## src/rtl/ifetch_miss_handler.sv

```systemverilog
// rtl/ifetch_miss_handler.sv - L1 instruction cache miss handler
//
// Keeps one miss entry per thread. A miss to a line that is already pending
// merges into that entry's waiter bitmap instead of allocating. Entries that
// have not yet been sent to the L2 are issued lowest index first. Each L2
// response walks IDLE -> LRU -> FILL: the LRU cycle asks the tag stage for a
// victim way, the FILL cycle writes tag and data for that way and wakes every
// thread waiting on the line.
//
// Ports:
//   clk, reset                          clock, synchronous active-high reset
//   ifd_cache_miss, _paddr, _thread_idx miss report from the ifetch data stage
//   l2i_request_valid/_addr/_id         line read request to the L2
//   l2_request_ready                    L2 accepts the request this cycle
//   l2_response_valid/_id/_data         line fill from the L2
//   l2_response_ready                   response consumed this cycle
//   l2i_icache_lru_fill_en/_set         victim way lookup request
//   ift_fill_lru                        victim way, the cycle after the lookup
//   l2i_itag_update_*                   tag array write
//   l2i_idata_update_*                  data array write
//   l2i_icache_wake_bitmap              threads released this cycle

module ifetch_miss_handler #(
  parameter int NUM_THREADS = 4,
  parameter int NUM_WAYS    = 4,
  parameter int SET_BITS    = 6,
  localparam int TID_W      = $clog2(NUM_THREADS),
  localparam int WAY_W      = $clog2(NUM_WAYS),
  localparam int TAG_BITS   = 26 - SET_BITS
) (
  input  logic                   clk,
  input  logic                   reset,
  input  logic                   ifd_cache_miss,
  input  logic [25:0]            ifd_cache_miss_paddr,
  input  logic [TID_W-1:0]       ifd_cache_miss_thread_idx,
  output logic                   l2i_request_valid,
  output logic [25:0]            l2i_request_addr,
  output logic [TID_W-1:0]       l2i_request_id,
  input  logic                   l2_request_ready,
  input  logic                   l2_response_valid,
  input  logic [TID_W-1:0]       l2_response_id,
  input  logic [511:0]           l2_response_data,
  output logic                   l2_response_ready,
  output logic                   l2i_icache_lru_fill_en,
  output logic [SET_BITS-1:0]    l2i_icache_lru_fill_set,
  input  logic [WAY_W-1:0]       ift_fill_lru,
  output logic [NUM_WAYS-1:0]    l2i_itag_update_en,
  output logic [SET_BITS-1:0]    l2i_itag_update_set,
  output logic [TAG_BITS-1:0]    l2i_itag_update_tag,
  output logic                   l2i_itag_update_valid,
  output logic                   l2i_idata_update_en,
  output logic [WAY_W-1:0]       l2i_idata_update_way,
  output logic [SET_BITS-1:0]    l2i_idata_update_set,
  output logic [511:0]           l2i_idata_update_data,
  output logic [NUM_THREADS-1:0] l2i_icache_wake_bitmap
);

  typedef enum logic [1:0] {
    S_IDLE = 2'd0,
    S_LRU  = 2'd1,
    S_FILL = 2'd2
  } state_t;

  state_t state;

  // Miss entries, indexed by the thread that allocated them.
  logic [NUM_THREADS-1:0] ent_valid;
  logic [NUM_THREADS-1:0] ent_issued;
  logic [25:0]            ent_addr    [NUM_THREADS];
  logic [NUM_THREADS-1:0] ent_waiters [NUM_THREADS];

  // Response being filled.
  logic [TID_W-1:0] fill_id;
  logic [511:0]     fill_data;
  logic [25:0]      fill_addr;
  logic             in_fill;

  logic [NUM_THREADS-1:0] miss_onehot;
  logic [NUM_THREADS-1:0] entry_hit;
  logic                   fill_hit;
  logic                   req_found;
  logic [TID_W-1:0]       req_idx;

  // The filling entry stays valid until the end of FILL, so its address is
  // read straight from the entry rather than copied.
  assign fill_addr = ent_addr[fill_id];
  assign in_fill   = (state == S_FILL);

  always_comb begin
    miss_onehot = '0;
    miss_onehot[ifd_cache_miss_thread_idx] = 1'b1;
  end

  always_comb begin
    entry_hit = '0;
    for (int i = 0; i < NUM_THREADS; i++) begin
      entry_hit[i] = ent_valid[i] && (ent_addr[i] == ifd_cache_miss_paddr);
    end
  end

  // A miss to the line being written this cycle is woken directly; it would
  // otherwise merge into an entry that is being freed.
  assign fill_hit = in_fill && ifd_cache_miss && (ifd_cache_miss_paddr == fill_addr);

  // Lowest-index entry waiting to be issued; scan downward so the lowest wins.
  always_comb begin
    req_found = 1'b0;
    req_idx   = '0;
    for (int i = NUM_THREADS - 1; i >= 0; i--) begin
      if (ent_valid[i] && !ent_issued[i]) begin
        req_found = 1'b1;
        req_idx   = TID_W'(i);
      end
    end
  end

  assign l2i_request_valid = req_found;
  assign l2i_request_addr  = req_found ? ent_addr[req_idx] : '0;
  assign l2i_request_id    = req_idx;

  always_ff @(posedge clk) begin
    if (reset) begin
      ent_valid  <= '0;
      ent_issued <= '0;
      for (int i = 0; i < NUM_THREADS; i++) begin
        ent_addr[i]    <= '0;
        ent_waiters[i] <= '0;
      end
    end else begin
      if (req_found && l2_request_ready) begin
        ent_issued[req_idx] <= 1'b1;
      end
      if (in_fill) begin
        ent_valid[fill_id] <= 1'b0;
      end
      if (ifd_cache_miss && !fill_hit) begin
        if (|entry_hit) begin
          for (int i = 0; i < NUM_THREADS; i++) begin
            if (entry_hit[i]) begin
              ent_waiters[i] <= ent_waiters[i] | miss_onehot;
            end
          end
        end else begin
          ent_valid[ifd_cache_miss_thread_idx]   <= 1'b1;
          ent_issued[ifd_cache_miss_thread_idx]  <= 1'b0;
          ent_addr[ifd_cache_miss_thread_idx]    <= ifd_cache_miss_paddr;
          ent_waiters[ifd_cache_miss_thread_idx] <= miss_onehot;
        end
      end
    end
  end

  // Fill sequencer. Responses for invalid entries are consumed in IDLE and
  // dropped, which also covers responses left over from before a reset.
  always_ff @(posedge clk) begin
    if (reset) begin
      state                   <= S_IDLE;
      l2_response_ready       <= 1'b1;
      l2i_icache_lru_fill_en  <= 1'b0;
      l2i_icache_lru_fill_set <= '0;
      fill_id                 <= '0;
      fill_data               <= '0;
    end else begin
      case (state)
        S_IDLE: begin
          if (l2_response_valid && ent_valid[l2_response_id]) begin
            fill_id                 <= l2_response_id;
            fill_data               <= l2_response_data;
            l2_response_ready       <= 1'b0;
            l2i_icache_lru_fill_en  <= 1'b1;
            l2i_icache_lru_fill_set <= ent_addr[l2_response_id][SET_BITS-1:0];
            state                   <= S_LRU;
          end
        end
        S_LRU: begin
          l2i_icache_lru_fill_en  <= 1'b0;
          l2i_icache_lru_fill_set <= '0;
          state                   <= S_FILL;
        end
        S_FILL: begin
          l2_response_ready <= 1'b1;
          state             <= S_IDLE;
        end
        default: begin
          l2_response_ready       <= 1'b1;
          l2i_icache_lru_fill_en  <= 1'b0;
          l2i_icache_lru_fill_set <= '0;
          state                   <= S_IDLE;
        end
      endcase
    end
  end

  // The victim way arrives from the tag stage during FILL, so the array
  // writes are driven combinationally in that cycle.
  always_comb begin
    l2i_itag_update_en = '0;
    if (in_fill) begin
      l2i_itag_update_en[ift_fill_lru] = 1'b1;
    end
  end

  assign l2i_itag_update_set    = in_fill ? fill_addr[SET_BITS-1:0] : '0;
  assign l2i_itag_update_tag    = in_fill ? fill_addr[25:SET_BITS] : '0;
  assign l2i_itag_update_valid  = in_fill;
  assign l2i_idata_update_en    = in_fill;
  assign l2i_idata_update_way   = in_fill ? ift_fill_lru : '0;
  assign l2i_idata_update_set   = in_fill ? fill_addr[SET_BITS-1:0] : '0;
  assign l2i_idata_update_data  = in_fill ? fill_data : '0;
  assign l2i_icache_wake_bitmap = in_fill ? (ent_waiters[fill_id] | (fill_hit ? miss_onehot : '0)) : '0;

endmodule

```

## config.mk

```make
export PLATFORM = sky130hd
export DESIGN_NAME = ifetch_miss_handler
export DESIGN_NICKNAME = d
export VERILOG_FILES = /design/src/rtl/ifetch_miss_handler.sv
export SDC_FILE = /design/constraint.sdc
export NUM_CORES = 2
export LEC_CHECK = 0
export BUFFER_PORTS_ARGS = -buffer_cell sky130_fd_sc_hd__buf_2
export CELL_PAD_IN_SITES_DETAIL_PLACEMENT = 0
export CELL_PAD_IN_SITES_GLOBAL_PLACEMENT = 1
export CORE_AREA = 10 10 437 439
export CTS_CLUSTER_SIZE = 24
export DETAILED_ROUTE_END_ITERATION = 10
export DIE_AREA = 0 0 447 449
export MAX_ROUTING_LAYER = met4
export PLACE_DENSITY = 0.53
export SYNTH_ARGS = -nofsm -noshare
export SYNTH_HDL_FRONTEND = slang
export SYNTH_SLANG_ARGS = --single-unit
```

## constraint.sdc

```tcl
create_clock -name clk -period 5.51 [get_ports clk]
set_input_delay 0.8265 -clock clk [delete_from_list [all_inputs] [get_ports clk]]
set_output_delay 0.8265 -clock clk [all_outputs]
set_load 0.02 [all_outputs]
```

==> reports/qor.yml <==
maxSlewHeadroom_pct: 17.8
synth_area_leaders: "dfxtp_1 35%, nand2_1 13%, edfxtp_1 12%, and2_1 12%, a21oi_1 8.7%"
netlist-cell-type-count: 66
cts_made_buffers: 87
initial_utilization_pct: 16.6
hp-class: "in -> reg"
core_region_area_um2: 182000
num_rows: 157
start_kind: "flip-flop"
dieArea_um2: 201000
nets: 5197
overflow: 0
min_path_cells: 3
path_buf_inv: 1
synth_flop_cell: "dfxtp_1"
p_leak_nw: 17.6
power.density_nw_per_um2: 306
yosys_warnings: 0
critPathKind: "reg -> out"
yosysSeqAreaShare_pct: 47.3
drt_pass1_iterations: 8
grt_util_all_layers_pct: 17.1
vias: 29700
dp_cells: 6944
rsz0062_at_grt: "no"
setup_violations: 0
fin_skew_ns: 0.0257
worst_ep_arrival_time_ns: 4.33
gp_congestion: 0.965
io_buffers: 1141
htreeDepth: 3
clkSlewWorstSetupHoldPaths_ns: 0.07
period_minus_slack_ns: 5.15
finalNonFillerCells: 7118
crit_chain: "mux4_2 -> xnor2_1 -> nand2_1 -> or4b_1 -> nor3_1 -> nand3_1 -> o31ai_1 -> buf_2"
post-route-period-util_pct: 93.5
drtAntennaViolNets: 0
drt_iter0_drc: 2575
hold_buffers: 0
post-cts-setup-buffers: 0
report.final.slew_viol_count: 0
worstReg2RegEnd: "ent_addr[0][11]$_SDFFCE_PN0P_"
cts_tree: "yes"
grt_pass1_wl_um: 239000
tns_ns: 0
reg2reg_depth: 9
wire_per_inst_um: 24.8
drive_gt1_share_pct: 30.3
cap_violations: 0
ys_ff_latch: 654
max_freq_mhz: 194
synth.most_common_cell: "nand2_1"
holdPathEnd: "fill_data[45]$_SDFFE_PP0P_"
critPathMaxStageDelay_ns: 0.94
final_util_pct: 22.8
ir_drop_mv: 0.202
syn_inst: 3658
synth_top_area_share_pct: 35.4
crit_path_end_kind: "primary output"
syn_area_per_cell_um2: 8.26
holdCritStartpoint: "l2_response_data[45]"
cp_max_fo: 26
die_w_um: 447
worst_slew_pin_slew_ns: 1.23
vias_per_cell: 4.18
yosysTopAreaCell: "dfxtp_1"
synth_edf_count: 120
grt_pass1_vias: 28800
io_pins: 1142
synth_common_cells: "1055 x nand2_1, 569 x and2_1, 534 x dfxtp_1"
hold_ws_ns: 0.343
antenna_found_initial: 82
area_delta_synth_final_pct: 37.2
fp.dieH_um: 449
slowest_stage: "dfxtp_2"
synth_nets: 4207
cts_resized: 0
worstSkewPairLatency_ns: 0.72
dp_hpwl_um: 139000
grt_max_degree: 176
netlist_area_um2: 30200
r2r_slack_ns: 1.12
hold_violations: 0
wirelength_um: 177000
status: "complete, no violations"
critPathTopFamily: "simple AND/OR/NAND/NOR gates"
cts_num_sinks: 654
crit_required_ns: 4.68
clockRootBuffer: "clkbuf_16"
clk_path_buf_depth: 3
synthArstFlopShare_pct: 0
drc_errors: 0
## layout make-up
cell class	count	area, µm²
clock inverters	28	385
flip-flops and latches	654	14300
multi-input cells	2677	14600
well taps	2385	2980
fillers	20500	141000
clock buffers	126	2520
repair buffers	1213	6540
diodes	20	50.0
inverters	15	63.8
## layer usage
| metal | share of wire (%) | up-vias | global-route usage, % |
|---|---|---|---|
| met5 | 0 | - | - |
| met2 | 50 | 1133 | 29.3 |
| li1 | - | 14000 | - |
| met1 | 39 | 14300 | 19.7 |
| met4 | 2.9 | 0 | 4.49 |
| met3 | 7.8 | 274 | 4.59 |
## state kept, by name, indices dropped and copies added (netlist names), named ones only
name                     count
l2i_icache_lru_fill_en       1
ent_issued                   4
l2i_icache_lru_fill_set      6
fill_data                  512
ent_waiters                 16
state                        2
ent_valid                    4
ent_addr                   104
fill_id                      2
l2_response_ready            1
## worst max path at each step
stage | from | to | cells after the start
global route | flip-flop | l2i_icache_wake_bitmap[3] | 8
global placement | flip-flop | l2i_icache_wake_bitmap[3] | 8
floorplan | ifd_cache_miss_paddr[7] | ent_addr[3][0]$_DFFE_PP_ | 8
CTS | flip-flop | l2i_icache_wake_bitmap[3] | 8
finish | flip-flop | l2i_icache_wake_bitmap[3] | 8
detailed placement | flip-flop | l2i_icache_wake_bitmap[3] | 8
## power by group
part | switching (W) | internal [W] | total [W] | leakage (nW)
sequential | 0.000197 | 0.00512 | 0.00532 | 5.53
combinational | 0.000943 | 0.000560 | 0.00150 | 10.6
clock | 0.00238 | 0.00350 | 0.00588 | 1.42
## stage by stage
stage	power [W]	setup WS, ns	cell area [µm²]
2_1_floorplan	0.00617	1.01	30200
3_5_place_dp	0.00692	1.13	38500
4_1_cts	0.0129	0.317	41400
5_1_grt	0.0132	0.137	41400
3_3_place_gp	0.00692	1.16	38500
6_report	0.0127	0.358	41500
## placed cells by master, fill, tap and decap left out, drive strengths merged, types with 13 or more instances in the layout
cell type  synthesis  layout
mux4              27      27
mux2              31      31
a21oi            523     523
a222oi            26      26
mux2i             23      23
and3              57      57
nor2              60      60
and2             570     570
clkbuf           255     126
clkinv             0      13
nand4             24      24
nor2b             25      25
inv               15      22
edfxtp           120     120
buf               57    1213
xnor2            104     104
nand2           1055    1055
xor2              21      21
diode              0      20
dfxtp            534     534
o21ai             31      31
## kinds of logic after synthesis
kind of cell,count (synthesis),share of synthesized area (%)
simple gates,1844,29.2
buf+inv,327,4.58
mux,81,3.93
compound gates,627,11.4
flops,654,47.3
xor+xnor,125,3.67
## worst register-to-register path, delay by kind of cell (launching register included)
family	cells	cell delay, ns
AND/OR/NAND/NOR	5	1.72
multiplexers	1	0.55
buffers and inverters	2	0.63
XOR/XNOR	1	0.30
flip-flops	1	0.94
Note: power is estimated with default switching activity, not from simulation.
